$ cat config.mk
export PLATFORM = sky130hd
export DESIGN_NAME = reg_writeback_flat
export DESIGN_NICKNAME = d
export VERILOG_FILES = /design/src/rtl/reg_writeback_if.sv /design/src/rtl/reg_writeback.sv /design/src/flat_wrapper.sv
export SDC_FILE = /design/constraint.sdc
export NUM_CORES = 1
export LEC_CHECK = 0
export ABC_AREA = 1
export BUFFER_PORTS_ARGS = -buffer_cell sky130_fd_sc_hd__buf_2
export CAP_MARGIN = 20
export CORE_MARGIN = 10
export CORE_UTILIZATION = 48
export CTS_BUF_LIST = sky130_fd_sc_hd__clkbuf_8 sky130_fd_sc_hd__clkbuf_16
export CTS_CLUSTER_SIZE = 24
export DETAILED_ROUTE_END_ITERATION = 6
export HOLD_SLACK_MARGIN = 0.08
export PLACE_DENSITY = 0.94
export SLEW_MARGIN = 10
export SYNTH_ARGS = -nofsm -noshare
export SYNTH_HDL_FRONTEND = slang
export SYNTH_SLANG_ARGS = --single-unit
$ cat constraint.sdc
create_clock -name clk_i -period 3.5 [get_ports clk_i]
set_clock_uncertainty 0.2 [all_clocks]
set_input_delay 0.525 -clock clk_i [delete_from_list [all_inputs] [get_ports clk_i]]
set_output_delay 0.525 -clock clk_i [all_outputs]
set_load 0.005 [all_outputs]
$ cat src/rtl/reg_writeback_if.sv
// Writeback stage port bundle: ALU/load inputs, register file write and PC ports.
// Master drives results toward the stage; slave is the writeback stage itself.
interface reg_writeback_if #(
  parameter int WORD      = 16,
  parameter int REGISTERS = 8
);
  localparam int AW = $clog2(REGISTERS);
  localparam int NB = WORD / 8;

  logic            alu_valid_i;
  logic            alu_ready_o;
  logic [AW-1:0]   alu_dst_i;
  logic            alu_byte_i;
  logic [WORD-1:0] alu_data_i;

  logic            ld_req_i;
  logic [AW-1:0]   ld_dst_i;
  logic            ld_byte_i;
  logic            mem_valid_i;
  logic [WORD-1:0] mem_data_i;
  logic            ld_busy_o;
  logic            ld_err_o;

  logic            pc_inc_i;
  logic            pc_ld_i;
  logic [WORD-1:0] pc_target_i;
  logic [WORD-1:0] rf_pc_i;

  logic            wrEn_o;
  logic [NB-1:0]   wrMode_o;
  logic [AW-1:0]   wrAddr_o;
  logic [WORD-1:0] wrData_o;
  logic            pcEn_o;
  logic [WORD-1:0] pc_o;

  modport master (
    output alu_valid_i, alu_dst_i, alu_byte_i,
    output alu_data_i, ld_req_i, ld_dst_i,
    output ld_byte_i, mem_valid_i, mem_data_i,
    output pc_inc_i, pc_ld_i, pc_target_i,
    output rf_pc_i,
    input  alu_ready_o, ld_busy_o, ld_err_o,
    input  wrEn_o, wrMode_o, wrAddr_o,
    input  wrData_o, pcEn_o, pc_o
  );

  modport slave (
    input  alu_valid_i, alu_dst_i, alu_byte_i,
    input  alu_data_i, ld_req_i, ld_dst_i,
    input  ld_byte_i, mem_valid_i, mem_data_i,
    input  pc_inc_i, pc_ld_i, pc_target_i,
    input  rf_pc_i,
    output alu_ready_o, ld_busy_o, ld_err_o,
    output wrEn_o, wrMode_o, wrAddr_o,
    output wrData_o, pcEn_o, pc_o
  );
endinterface

$ cat src/rtl/reg_writeback.sv
// Writeback stage feeding the register file write and PC ports.
// Optional load timeout: define WB_LD_TIMEOUT_EN.
module reg_writeback #(
  parameter int WORD       = 16,
  parameter int REGISTERS  = 8,
  parameter int PC         = 7,
  parameter int LD_TIMEOUT = 15
) (
  input logic            clk_i,
  input logic            rst_ni,
  reg_writeback_if.slave wb
);
  localparam int AW = $clog2(REGISTERS);
  localparam int NB = WORD / 8;

  if ((WORD % 8) != 0 || LD_TIMEOUT < 1) begin : g_bad_cfg
    $error("reg_writeback: bad parameters");
  end

  typedef enum logic [1:0] {
    IDLE,
    WAIT,
    WB
  } state_t;

  typedef struct packed {
    logic            en;
    logic [NB-1:0]   mode;
    logic [AW-1:0]   addr;
    logic [WORD-1:0] data;
  } wr_t;

  state_t          state;
  logic [AW-1:0]   ld_dst;
  logic            ld_byte;
  wr_t             wr;
  wr_t             wr_nxt;
  logic            pc_en;
  logic [WORD-1:0] pc_q;
  logic [WORD-1:0] pc_nxt;
  logic            pc_req;
  logic            pc_hit;
  logic            ld_land;
  logic            alu_ready;
  logic            alu_fire;
  logic            ld_tmo;
  logic            ld_err;

  // A landing load owns the write slot, so the ALU is held off that cycle too
  assign ld_land   = (state == WAIT) && wb.mem_valid_i;
  assign alu_ready = rst_ni && (state != WB) && !ld_land;
  assign alu_fire  = wb.alu_valid_i && alu_ready;

`ifdef WB_LD_TIMEOUT_EN
  localparam int CW = $clog2(LD_TIMEOUT + 1);
  logic [CW-1:0] tmo_cnt;

  assign ld_tmo = (state == WAIT) && !wb.mem_valid_i
               && (tmo_cnt == CW'(LD_TIMEOUT - 1));

  always_ff @(posedge clk_i) begin
    if (!rst_ni) begin
      tmo_cnt <= '0;
      ld_err  <= 1'b0;
    end else begin
      ld_err <= ld_tmo;
      if (state != WAIT || wb.mem_valid_i || ld_tmo)
        tmo_cnt <= '0;
      else
        tmo_cnt <= tmo_cnt + 1'b1;
    end
  end
`else
  assign ld_tmo = 1'b0;
  assign ld_err = 1'b0;
`endif

  always_comb begin
    wr_nxt    = wr;
    wr_nxt.en = 1'b0;
    unique case (1'b1)
      ld_land: begin
        wr_nxt.en   = 1'b1;
        wr_nxt.addr = ld_dst;
        wr_nxt.mode = '1;
        wr_nxt.data = ld_byte
                    ? WORD'(wb.mem_data_i[7:0])
                    : wb.mem_data_i;
      end
      alu_fire: begin
        wr_nxt.en   = 1'b1;
        wr_nxt.addr = wb.alu_dst_i;
        wr_nxt.mode = wb.alu_byte_i ? NB'(1) : '1;
        wr_nxt.data = wb.alu_data_i;
      end
      default: ;
    endcase
  end

  assign pc_req = wb.pc_inc_i || wb.pc_ld_i;
  assign pc_nxt = wb.pc_ld_i
                ? wb.pc_target_i
                : wb.rf_pc_i + WORD'(2);
  // A general write to the PC register wins over the PC port
  assign pc_hit = wr_nxt.en && (wr_nxt.addr == AW'(PC));

  always_ff @(posedge clk_i) begin
    if (!rst_ni) begin
      state   <= IDLE;
      ld_dst  <= '0;
      ld_byte <= 1'b0;
      wr      <= '0;
      pc_en   <= 1'b0;
      pc_q    <= '0;
    end else begin
      wr    <= wr_nxt;
      pc_en <= pc_req && !pc_hit;
      if (pc_req)
        pc_q <= pc_nxt;
      unique case (state)
        IDLE: begin
          if (wb.ld_req_i) begin
            state   <= WAIT;
            ld_dst  <= wb.ld_dst_i;
            ld_byte <= wb.ld_byte_i;
          end
        end
        WAIT: begin
          if (wb.mem_valid_i)
            state <= WB;
          else if (ld_tmo)
            state <= IDLE;
        end
        WB: begin
          if (wb.ld_req_i) begin
            state   <= WAIT;
            ld_dst  <= wb.ld_dst_i;
            ld_byte <= wb.ld_byte_i;
          end else begin
            state <= IDLE;
          end
        end
        default: state <= IDLE;
      endcase
    end
  end

  assign wb.alu_ready_o = alu_ready;
  assign wb.ld_busy_o   = (state == WAIT);
  assign wb.ld_err_o    = ld_err;
  assign wb.wrEn_o      = wr.en;
  assign wb.wrMode_o    = wr.mode;
  assign wb.wrAddr_o    = wr.addr;
  assign wb.wrData_o    = wr.data;
  assign wb.pcEn_o      = pc_en;
  assign wb.pc_o        = pc_q;
endmodule

$ cat src/flat_wrapper.sv
// flat-port wrapper written by rule: the top's interface ports become plain ports
module reg_writeback_flat 
#(
  parameter int WORD       = 16,
  parameter int REGISTERS  = 8,
  parameter int PC         = 7,
  parameter int LD_TIMEOUT = 15
)
  (clk_i, rst_ni, wb_alu_valid_i, wb_alu_dst_i, wb_alu_byte_i, wb_alu_data_i, wb_ld_req_i, wb_ld_dst_i, wb_ld_byte_i, wb_mem_valid_i, wb_mem_data_i, wb_pc_inc_i, wb_pc_ld_i, wb_pc_target_i, wb_rf_pc_i, wb_alu_ready_o, wb_ld_busy_o, wb_ld_err_o, wb_wrEn_o, wb_wrMode_o, wb_wrAddr_o, wb_wrData_o, wb_pcEn_o, wb_pc_o);
  reg_writeback_if #(.WORD(WORD), .REGISTERS(REGISTERS)) wb_i ();
  input logic clk_i;
  input logic rst_ni;
  input wire logic [$bits(wb_i.alu_valid_i)-1:0] wb_alu_valid_i;
  input wire logic [$bits(wb_i.alu_dst_i)-1:0] wb_alu_dst_i;
  input wire logic [$bits(wb_i.alu_byte_i)-1:0] wb_alu_byte_i;
  input wire logic [$bits(wb_i.alu_data_i)-1:0] wb_alu_data_i;
  input wire logic [$bits(wb_i.ld_req_i)-1:0] wb_ld_req_i;
  input wire logic [$bits(wb_i.ld_dst_i)-1:0] wb_ld_dst_i;
  input wire logic [$bits(wb_i.ld_byte_i)-1:0] wb_ld_byte_i;
  input wire logic [$bits(wb_i.mem_valid_i)-1:0] wb_mem_valid_i;
  input wire logic [$bits(wb_i.mem_data_i)-1:0] wb_mem_data_i;
  input wire logic [$bits(wb_i.pc_inc_i)-1:0] wb_pc_inc_i;
  input wire logic [$bits(wb_i.pc_ld_i)-1:0] wb_pc_ld_i;
  input wire logic [$bits(wb_i.pc_target_i)-1:0] wb_pc_target_i;
  input wire logic [$bits(wb_i.rf_pc_i)-1:0] wb_rf_pc_i;
  output wire logic [$bits(wb_i.alu_ready_o)-1:0] wb_alu_ready_o;
  output wire logic [$bits(wb_i.ld_busy_o)-1:0] wb_ld_busy_o;
  output wire logic [$bits(wb_i.ld_err_o)-1:0] wb_ld_err_o;
  output wire logic [$bits(wb_i.wrEn_o)-1:0] wb_wrEn_o;
  output wire logic [$bits(wb_i.wrMode_o)-1:0] wb_wrMode_o;
  output wire logic [$bits(wb_i.wrAddr_o)-1:0] wb_wrAddr_o;
  output wire logic [$bits(wb_i.wrData_o)-1:0] wb_wrData_o;
  output wire logic [$bits(wb_i.pcEn_o)-1:0] wb_pcEn_o;
  output wire logic [$bits(wb_i.pc_o)-1:0] wb_pc_o;
  assign wb_i.alu_valid_i = wb_alu_valid_i;
  assign wb_i.alu_dst_i = wb_alu_dst_i;
  assign wb_i.alu_byte_i = wb_alu_byte_i;
  assign wb_i.alu_data_i = wb_alu_data_i;
  assign wb_i.ld_req_i = wb_ld_req_i;
  assign wb_i.ld_dst_i = wb_ld_dst_i;
  assign wb_i.ld_byte_i = wb_ld_byte_i;
  assign wb_i.mem_valid_i = wb_mem_valid_i;
  assign wb_i.mem_data_i = wb_mem_data_i;
  assign wb_i.pc_inc_i = wb_pc_inc_i;
  assign wb_i.pc_ld_i = wb_pc_ld_i;
  assign wb_i.pc_target_i = wb_pc_target_i;
  assign wb_i.rf_pc_i = wb_rf_pc_i;
  assign wb_alu_ready_o = wb_i.alu_ready_o;
  assign wb_ld_busy_o = wb_i.ld_busy_o;
  assign wb_ld_err_o = wb_i.ld_err_o;
  assign wb_wrEn_o = wb_i.wrEn_o;
  assign wb_wrMode_o = wb_i.wrMode_o;
  assign wb_wrAddr_o = wb_i.wrAddr_o;
  assign wb_wrData_o = wb_i.wrData_o;
  assign wb_pcEn_o = wb_i.pcEn_o;
  assign wb_pc_o = wb_i.pc_o;
  reg_writeback #(.WORD(WORD), .REGISTERS(REGISTERS), .PC(PC), .LD_TIMEOUT(LD_TIMEOUT)) u_core (.clk_i(clk_i), .rst_ni(rst_ni), .wb(wb_i));
endmodule
* Word-level counts from Yosys, hierarchy flattened *
Cells that the tools add are included.

storage, ports and cells
  register bits = 45
  bits of input ports = 79
  output and inout port bits = 42
  logic and storage cells = 38

cells by class
  add/subtract/negate cells = 1
  equality and inequality tests = 6
  muxes and demuxes = 8
  reduce and logical (&&, ||, !) cells = 14

operators by type and width
  operator                 number
  $pmux W22 S2             1
  $mux W16                 2
  $add A16 B2 Y16 const B  1
  $logic_and A1 B1 Y1      6
  $mux W2                  3
  $ne A2 B2 Y1 const B     3
  $pmux W2 S3              1
  $reduce_and A2 Y1        2
  $eq A3 B3 Y1 const B     1
  $eq A2 B1 Y1 const B     1
  $eq A2 B2 Y1 const B     1
  $logic_not A1 Y1         2
  $logic_not A2 Y1         1
  $reduce_bool A2 Y1       1
  $reduce_or A2 Y1         1
  $logic_or A1 B1 Y1       1
  $mux W1                  1

* Longest topological paths before layout *
Gate-level depths: netlist of run 1.

  depth after elaboration = 10
  mapped depth = 10
  mapped depth without buffers = 9

* Worst setup path after synthesis of run 1 *
No wires, ideal clock.

  path kind = input to register
  start point = input port wb_rf_pc_i[1]
  end point = register u_core.pc_q[13], in the netlist u_core.wb.pc_o[13]
  setup time = 134 ps
  arrival = 1339 ps
  data required time = 3166 ps
  setup slack = 1827 ps
  cell stages on the path = 8
  path buffers = 0
  cell sequence = ha_1 nand4_1 nor2_4 nand3_1 nand2_1 nand2_1 nand2_1 a21oi_1

on the way
  cells in the longest elaborated chain, start to end = 2

RTL lines
  element                 RTL line              RTL
  start: declaration      flat_wrapper.sv:25    input wire logic [$bits(wb_i.rf_pc_i)-1:0] wb_rf_pc_i;
  $add A16 B2 Y16         reg_writeback.sv:103  : wb.rf_pc_i + WORD'(2);
  $mux W16                reg_writeback.sv:102  ? wb.pc_target_i
  end signal: assignment  reg_writeback.sv:119  pc_q <= pc_nxt;
  end: declaration        reg_writeback.sv:39   logic [WORD-1:0] pc_q;

No other way between the ends.
A chain may end at the register's enable or synchronous reset.

* Final worst setup path of run 1 *
  start point = register u_core.state[1]
  end point = output port wb_alu_ready_o

on the way
  cells in the longest elaborated chain, start to end = 4
  elaborated cells on any way between the ends = 6
  those cells by class = 2 x eq/ne; 4 x reduce/logical

RTL lines
  element                   RTL line              RTL
  start: declaration        reg_writeback.sv:33   state_t state;
  start signal: assignment  reg_writeback.sv:109  state <= IDLE;
  start signal: assignment  reg_writeback.sv:123  state <= WAIT;
  start signal: assignment  reg_writeback.sv:130  state <= WB;
  $eq A2 B1 Y1              reg_writeback.sv:50   assign ld_land = (state == WAIT) && wb.mem_valid_i;
  $logic_and A1 B1 Y1       reg_writeback.sv:50
  $logic_not A1 Y1          reg_writeback.sv:51   assign alu_ready = rst_ni && (state != WB) && !ld_land;
  $logic_and A1 B1 Y1 *     reg_writeback.sv:51
  end: declaration          flat_wrapper.sv:26    output wire logic [$bits(wb_i.alu_ready_o)-1:0] wb_alu_ready_o;

Every way passes the cells marked *; elsewhere a longest branch is shown, timed or not.

==> summary.md, run 1 <==
| Metric | Value |
|---|---|
| Status | complete, no violations |
| Post-CTS Setup Bufs | 0 |
| Die width | roughly 89 um |
| Row count | 25 |
| CP Class | reg2out |
| Crit-path cells | inv_2 -> nand3_4 -> inv_2 -> nor2_2 -> buf_2 |
| Gr usage total | between 15 and 20% |
| Post-DP Area | ~0.0029 mm2 |
| Post-Syn Area per Cell | slightly above 7 um2 |
| Port Buffers | 119 |
| Hold crit path type | in2reg |
| Dpl cells | 475 |
| CTS buffer count | 5 |
| Slew headroom | roughly 56% |
| Maxcap violations | 0 |
| Yosys reg bits | 45 |
| Initial antenna violation count | 0 |
| DRT Pass-1 Iters | 6 |
| Residual DRC | 0 |
| Worst hold slack | 0.237 ns |
| RSZ-0062 raised after global routing | false |
| Fill count | 387 |
| Core Area | around 0.0047 mm2 |
| CTS Hold Bufs | 0 |
| # resized after CTS | 0 |
| Synth cell types | 35 |
| Main synth FF type | dfxtp_1 |
| Post-route setup slack | between 1 and 1.5 ns |
| Clock slew seen by the registers of the worst setup and hold paths | 0.09 ns |
| Final Max Tran Viols | 0 |
| Transition time at the pin with the least slew margin | around 0.66 ns |
| Crit end category | output port |
| Worst EP required | approximately 2.8 ns |
| Antenna cells | 0 |
| Worst-Skew Late Latency | 0.29 ns |
| Max VDD drop | around 200 uV |
| Crit-path slowest cell | nor2_2 |
| Routed WL | approximately 7000 um |
| Synthesized instance count | between 300 and 400 |
| DR iter-0 viols | 85 |
| Post-DP HPWL | about 5600 um |
| Final worst-path cycle share | between 60% and 70% |
| Routed Antenna Nets | 0 |
| CP top delay family | simple AND/OR/NAND/NOR gates |
| CTS H-tree depth | 2 |
| Via-to-Cell Ratio | roughly 5 |
| Crit path max fanout | 11 |
| Asr flop ratio synth | 0% |
| Syn. warnings | 0 |
| Crit path depth | 5 |
| Largest net degree at the start of global routing | 35 |
| Total power | 1.19 mW |
| Die height | a little under 90 um |
| First-pass GRT wire length | about 11,000 um |
| Die area | ~0.008 mm2 |
| Root Driver | clkbuf_8 |
| Vias in the first global route | approximately 2,500 |
| Crit path buf inv count | 3 |
| Via count | roughly 2,500 |
| Sequential element share of the synthesized area | between 30% and 40% |
| Pwr per Cell Area | around 400 mW/mm2 |
| Dpl ws | between 1 and 1.5 ns |
| Final worst path period need | ~2.4 ns |
| Final Non-Filler Cells | 483 |
| Post-synth EDFFs | 0 |
| Startpoint types | register |
| Initial Util | approximately 49% |
| Critical Path AT | around 1.6 ns |
| R2R cell count | 8 |
| Final core occ | around 64% |
| Fin area | about 0.0030 mm2 |
| Gp weighted congestion | about 0.84 |
| Cell mode on critical path | inv_2 |
| Pleak | 1.55 nW |
| Layout area overhead | 30.4% |
| Setup TNS | 0 ns |
| Ports | ~120 |
| Largest stage delay on the critical path | approximately 0.43 ns |
| CTS tree | done |
| GRT Residual Overflow | 0 |
| Clock sinks | 45 |
| Final nets | roughly 500 |
| Clk buf depth | 2 |
| Layout cell share with drive strength beyond 1 | between 30% and 40% |
| Net Count, Synth | 396 |
| Count of final setup violators | 0 |
| Achievable Freq | approximately 420 MHz |
| Post-synthesis cell area | about 0.0023 mm2 |
| Hold depth | 2 |
| Final hold violations | 0 |
| WL/cell | roughly 14 um |
==> final timing paths <==
check,from,to,slack [ns]
worst min-delay path,wb_alu_byte_i,u_core.wb.wrMode_o[1]$_SDFFE_PN0P_,0.24
worst min register to register,u_core.wb.wrMode_o[0]$_SDFFE_PN0P_,u_core.wb.wrMode_o[0]$_SDFFE_PN0P_,0.25
worst max-delay path,u_core.state[1]$_SDFFE_PN0P_,wb_alu_ready_o,1.15
worst max register to register,u_core.state[1]$_SDFFE_PN0P_,u_core.wb.wrData_o[9]$_SDFFE_PN0P_,1.44
==> placed cells by master, fill, tap and decap left out, drive strengths merged <==
cell type / netlist / routed
a21oi: 24 / 24
a22oi: 11 / 11
a31oi: 12 / 12
buf: 9 / 119
bufinv: 0 / 1
clkbuf: 5 / 6
clkinvlp: 0 / 1
conb: 1 / 1
dfxtp: 45 / 45
ha: 1 / 1
inv: 48 / 48
nand2: 68 / 68
nand3: 29 / 29
nand4: 5 / 5
nor2: 31 / 31
nor3: 3 / 3
o211ai: 1 / 1
o21a: 1 / 1
o21ai: 9 / 9
o21bai: 1 / 1
o22ai: 8 / 8
or2: 1 / 1
xor2: 3 / 3
==> kinds of logic (layout without fill, tap and decap cells) <==
group / count (synthesis) / in the layout / share of synthesized area [%]
and+or+nand+nor: 137 / 137 / 28.4
buffers and inverters: 62 / 175 / 11.8
adders and majority gates: 1 / 1 / 0.547
xor gates and xnor gates: 3 / 3 / 1.15
DFF: 45 / 45 / 39.4
AOI/OAI and AO/OA: 67 / 67 / 18.5
other: 1 / 1 / 0.164
==> cell usage after synthesis, types with 2 or more instances <==
cell type  number  area, um2
a21oi_1        21        105
a21oi_2         3       26.3
a22oi_1        11       82.6
a31oi_1        12       75.1
buf_2           4       20.0
buf_4           2       15.0
buf_6           3       33.8
clkbuf_1        5       18.8
dfxtp_1        45        901
inv_1          42        158
inv_2           5       18.8
nand2_1        64        240
nand2_2         4       25.0
nand3_1        26        130
nand3_4         2       35.0
nand4_1         5       31.3
nor2_1         21       78.8
nor2_2          9       56.3
nor3_1          2       10.0
o21ai_0         7       35.0
o22ai_1         7       43.8
xor2_1          3       26.3
==> routing by layer <==
| layer | routed length [um] | vias to the layer above | track usage, % | part of all wire, % |
|---|---|---|---|---|
| li1 | - | 1256 | - | - |
| met1 | 2760 | 1122 | 17.7 | 39 |
| met2 | 3290 | 104 | 30.0 | 47 |
| met3 | 911 | 4 | 7.47 | 13 |
| met4 | 38 | 0 | 3.76 | 0.54 |
| met5 | 0 | - | 0 | 0 |
==> state kept, by name, indices dropped and copies added (netlist names) <==
register            count
u_core.ld_byte          1
u_core.wb.wrData_o     16
u_core.wb.wrAddr_o      3
u_core.state            2
u_core.wb.wrMode_o      2
u_core.wb.pc_o         16
u_core.ld_dst           3
u_core.wb.wrEn_o        1
u_core.wb.pcEn_o        1
==> final cells by class <==
| cell class | count | area (um2) | area share (%) |
|---|---|---|---|
| multi-input cells | 209 | 1120 | 37.4 |
| well taps | 54 | 67.6 | 2.26 |
| clock buffers | 6 | 82.6 | 2.77 |
| inverters | 48 | 183 | 6.12 |
| clock inverters | 2 | 37.5 | 1.26 |
| repair buffers | 119 | 596 | 20.0 |
| flip-flops and latches | 45 | 901 | 30.2 |
==> worst reg2reg max path, cell delays in order (launching register included) <==
cell	delay [ns]
dfxtp_1	0.40
inv_2	0.07
nand3_4	0.11
inv_2	0.12
nor2_2	0.43
nand2_2	0.25
o22ai_1	0.21
a21oi_1	0.06
nor2_1	0.13
==> power by group <==
part | switching, mW | internal, mW
Sequential | 0.0178 | 0.547
Combinational | 0.125 | 0.0965
Clock | 0.176 | 0.232
(Power assumes the default switching activity.)
==> run 2, diff against run 1 <==
Settings changed: CORE_UTILIZATION 48 to 41, PLACE_DENSITY 0.94 to 0.86.
Clock period 3.5 ns to 1.9 ns, I/O delays scaled along.
==> summary.md, run 2 (same netlist as run 1, synthesis figures left out) <==
| Metric | Value |
|---|---|
| WL/cell | approximately 14 um |
| Via-to-Cell Ratio | about 4.9 |
| Final hold violations | 0 |
| Clk buf depth | 2 |
| Worst EP required | around 1.4 ns |
| Crit path max fanout | 8 |
| Sequential Power Share | 49.6% |
| Vias in the first global route | between 2,000 and 3,000 |
| Sw frac | between 20 and 30% |
| Layout cell share with drive strength beyond 1 | ~37% |
| Psw | ~0.6 mW |
| Antenna cells | 0 |
| DR iter-0 viols | 110 |
| Die height | 94.7 um |
| Die area | ~0.009 mm2 |
| Largest net degree at the start of global routing | 34 |
| Clock slew seen by the registers of the worst setup and hold paths | approximately 0.090 ns |
| CTS H-tree depth | 2 |
| CTS tree | done |
| Final core occ | roughly three fifths |
| DRT Pass-1 Iters | 5 |
| Gr usage total | around 16% |
| Status | complete, no violations |
| Achievable Freq | roughly 560 MHz |
| Comb pwr share | about 22% |
| Initial Util | 41.8% |
| Residual DRC | 0 |
| Via count | ~2,600 |
| GRT Residual Overflow | 0 |
| CP Class | reg2out |
| Max VDD drop | about 270 uV |
| Clock sinks | 45 |
| Hold crit path type | in2reg |
| CTS buffer count | 5 |
| Post-DP HPWL | approximately 5900 um |
| Layout area overhead | 40.0% |
| Port Buffers | between 100 and 150 |
| Pint | between 1 and 1.5 mW |
| Commonest non-fill, non-tap cell in the layout | buf_2 |
| Die width | 94.7 um |
| Initial antenna violation count | 0 |
| Gp weighted congestion | 0.889 |
| Startpoint types | register |
| Fill count | roughly 520 |
| Ports | around 120 |
| Final Max Tran Viols | 0 |
| Worst-Skew Late Latency | approximately 0.30 ns |
| Routed WL | roughly 7600 um |
| Final nets | between 500 and 600 |
| Core Area | between 0.005 and 0.006 mm2 |
| Post-CTS Setup Bufs | 0 |
| Routed Antenna Nets | 0 |
| Maxcap violations | 0 |
| Final worst-path cycle share | 94.4% |
| Setup TNS | 0 ns |
| RSZ-0062 raised after global routing | false |
| Final worst path period need | around 1.8 ns |
| Commonest non-fill, non-tap cells in the layout | buf_2 (119), nand2_1 (64), dfxtp_1 (43), inv_1 (42), nand3_1 (26) |
| Pwr per Cell Area | 655 mW/mm2 |
| Row count | 27 |
| First-pass GRT wire length | around 12,000 um |
| Pleak | ~1.6 nW |
| Root Driver | clkbuf_8 |
| Critical Path AT | 1.31 ns |
| Clock share of power | roughly 29% |
| Count of final setup violators | 0 |
| Crit end category | output port |
[run 2: power by group through the flow]
stage / clock network (mW) / logic [mW] / registers [mW]
5_1_grt: 0.666 / 0.508 / 1.05
3_5_place_dp: 0 / 0.430 / 1.06
3_3_place_gp: 0 / 0.421 / 1.06
2_1_floorplan: 0 / 0.222 / 1.07
4_1_cts: 0.633 / 0.459 / 1.04
6_report: 0.602 / 0.457 / 1.04
[run 2: final cells by class]
type	count	area, um2	share of cell area, %
Inverter	48	183	5.70
Multi-Input combinational cell	209	1120	35.0
Clock buffer	5	68.8	2.15
Tap cell	72	90.1	2.81
Timing Repair Buffer	141	815	25.4
Clock inverter	3	21.3	0.664
Sequential cell	45	903	28.2
[run 2: timing repair]
item / 4_1_cts / 5_1_grt
pin swaps: 0 / 0
gates resized for setup: 1 / 3
endpoints found under the setup margin: 1 / 1
endpoints found under the hold margin: 14 / 0
hold buffers: 15 / 0
[run 2: worst paths after layout]
path / start / endpoint / slack [ns] / cells past startpoint
max: u_core.state[1]$_SDFFE_PN0P_ / wb_alu_ready_o / 0.11 / 6
min: wb_pc_target_i[3] / u_core.wb.pc_o[3]$_SDFFE_PN0P_ / 0.09 / 3
max reg2reg: u_core.state[1]$_SDFFE_PN0P_ / u_core.wb.wrData_o[13]$_SDFFE_PN0P_ / 0.30 / 6
min reg2reg: u_core.wb.wrMode_o[0]$_SDFFE_PN0P_ / u_core.wb.wrMode_o[0]$_SDFFE_PN0P_ / 0.25 / 2
[run 2: stage by stage]
stage | setup WS, ns | cell area (um2) | instances | power, mW | hold slack, ns
floorplan | 0.442 | 2290 | 316 | 1.29 | 0.185
global placement | 0.275 | 2950 | 500 | 1.48 | 0.227
detailed placement | 0.207 | 2950 | 500 | 1.49 | 0.234
CTS | 0.0128 | 3200 | 523 | 2.13 | 0.0842
global route | 0.0198 | 3200 | 523 | 2.22 | 0.0824
finish | 0.106 | 3200 | 523 | 2.10 | 0.0933
[run 2: worst max-delay path, cell delays in order (launching register included)]
cell and delay, ns:
dfxtp_2 0.36, inv_2 0.05, nand3_4 0.10, inv_2 0.07, nor2_4 0.14, buf_6 0.16
buf_2 0.11
[run 2: routing by layer]
metal,routed length [um],global-route usage (%),up-vias
met5,0,0,-
met3,849,6.34,4
li1,-,-,1300
met4,35,3.87,0
met2,3660,27.9,119
met1,3030,18.0,1150
==> run 3, diff against run 2 <==
Settings changed: CORE_MARGIN 10 to default.
==> summary.md, run 3 (same netlist as run 1, synthesis figures left out) <==
| Metric | Value |
|---|---|
| Die width | about 77 um |
| CTS H-tree depth | 2 |
| Reg2Reg Setup Slack | roughly 0.24 ns |
| Worst EP required | 1.41 ns |
| Vias in the first global route | between 2,000 and 2,500 |
| Die area | between 0.005 and 0.006 mm2 |
| Clock slew seen by the registers of the worst setup and hold paths | approximately 0.1 ns |
| Gp weighted congestion | between 0.9 and 1 |
| Reg2reg start | u_core.state[1]$_SDFFE_PN0P_ |
| Post-route setup slack | ~0.091 ns |
| Critical Path AT | around 1.3 ns |
| Hold crit path type | in2reg |
| R2R cell count | 6 |
| Via-to-Cell Ratio | approximately 5 |
| Final Max Tran Viols | 0 |
| Pwr per Cell Area | 646 mW/mm2 |
| Fill count | about 460 |
| Port Buffers | between 100 and 150 |
| Largest net degree at the start of global routing | 34 |
| Root Driver | clkbuf_8 |
| Fin area | about 0.0033 mm2 |
| Crit path max fanout | 9 |
| Final Non-Filler Cells | 534 |
| Hold depth | 3 |
| Pleak | roughly 1.7 nW |
| Dpl ws | 0.211 ns |
| Worst-Skew Late Latency | ~0.31 ns |
| Initial antenna violation count | 0 |
| Final worst path period need | around 1.8 ns |
| DR iter-0 viols | 86 |
| Final nets | approximately 540 |
| Ports | ~120 |
| Setup TNS | 0 ns |
| WL/cell | 13.0 um |
| Layout area overhead | 44.7% |
| Residual DRC | 0 |
| Antenna cells | 0 |
| Die height | roughly 77 um |
| Initial Util | 43.7% |
| Setup crit end | wb_alu_ready_o |
| First-pass GRT wire length | ~11,000 um |
| Via count | between 2,000 and 3,000 |
| Row count | 26 |
| GRT Residual Overflow | 0 |
| CTS tree | done |
| Count of final setup violators | 0 |
| Clk buf depth | 2 |
| Final worst-path cycle share | ~95% |
| Layout cell share with drive strength beyond 1 | 36.4% |
| Sequential cell area | 903 um2 |
| Final hold violations | 0 |
| Post-DP HPWL | approximately 4800 um |
| Clock sinks | 45 |
| Dpl cells | 499 |
| Commonest non-fill, non-tap cells in the layout | buf_2 (119), nand2_1 (64), dfxtp_1 (43), inv_1 (42), nand3_1 (26) |
| Worst hold slack | between 0.09 and 0.1 ns |
| Max VDD drop | approximately 420 uV |
| Routed WL | roughly 6900 um |
| Status | complete, no violations |
| CP startpoint | u_core.state[0]$_SDFFE_PN0P_ |
| Achievable Freq | about 550 MHz |
| Crit end category | output port |
| Startpoint types | register |
| Routed Antenna Nets | 0 |
| CTS buffer count | 5 |
| Post-DP Area | just under 0.003 mm2 |
| Maxcap violations | 0 |
| RSZ-0062 raised after global routing | false |
| Multi-input logic area | approximately 0.0011 mm2 |
| Reg-to-Reg End | u_core.wb.wrData_o[11]$_SDFFE_PN0P_ |
| DRT Pass-1 Iters | 4 |
| Gr usage total | 24.1% |
| CP Class | reg2out |
| Commonest non-fill, non-tap cell in the layout | buf_2 |
| Core Area | 0.00524 mm2 |
-- run 3: cell count changes in the layout (fill, tap and decap cells not counted), sizes merged --
| cell | change |
|---|---|
| dlygate4sd3 | +9 |
| buf | +4 |
-- run 3: per-stage QoR --
stage	power (mW)	util (%)
after global placement	1.47	56.2
after detailed placement	1.48	56.2
final	2.14	63.2
after CTS	2.14	62.5
after global routing	2.26	63.2
after floorplan	1.29	-
-- run 3: final cells by class --
class | instances | share of cell area [%]
Timing Repair Buffer | 154 | 27.8
Sequential cell | 45 | 27.3
Tap cell | 70 | 2.64
Multi-Input combinational cell | 209 | 33.9
Clock inverter | 3 | 0.756
Inverter | 48 | 5.52
Clock buffer | 5 | 2.08
-- run 3: what timing repair did --
item                       CTS  global route
hold endpoints to repair    17             1
buffers inserted             0             3
hold buffers                23             1
gates resized for setup      2             2
setup endpoints to repair    1             2
-- run 3: metal layers --
layer | global-route usage (%) | wire length, um
met4 | 7.31 | 107
met5 | 0 | 0
met3 | 5.83 | 515
met2 | 42.9 | 3450
met1 | 28.3 | 2870
-- run 3: worst max-delay path, stage by stage, from the launching register on --
cell,delay (ns)
dfxtp_2,0.38
inv_2,0.05
nand2_2,0.05
nand2_2,0.07
nor2_2,0.17
buf_6,0.16
buf_2,0.12
-- run 3: worst min path at each step --
stage                                             from                                 end  slack (ns)
finish                               wb_pc_target_i[8]      u_core.wb.pc_o[8]$_SDFFE_PN0P_        0.09
global route                          wb_alu_data_i[2]  u_core.wb.wrData_o[2]$_SDFFE_PN0P_         0.1
CTS                                   wb_alu_data_i[3]  u_core.wb.wrData_o[3]$_SDFFE_PN0P_        0.08
detailed placement  u_core.wb.wrMode_o[0]$_SDFFE_PN0P_  u_core.wb.wrMode_o[0]$_SDFFE_PN0P_        0.23
global placement    u_core.wb.wrMode_o[0]$_SDFFE_PN0P_  u_core.wb.wrMode_o[0]$_SDFFE_PN0P_        0.23
floorplan                                wb_alu_byte_i  u_core.wb.wrMode_o[1]$_SDFFE_PN0P_        0.19
-- run 3: power breakdown --
group	total, mW	switching [mW]	internal, mW	leakage (nW)
Clock	0.620	0.354	0.266	0.0447
Combinational	0.477	0.247	0.230	1.28
Sequential	1.04	0.0337	1.01	0.372
Total	2.14	0.634	1.50	1.69
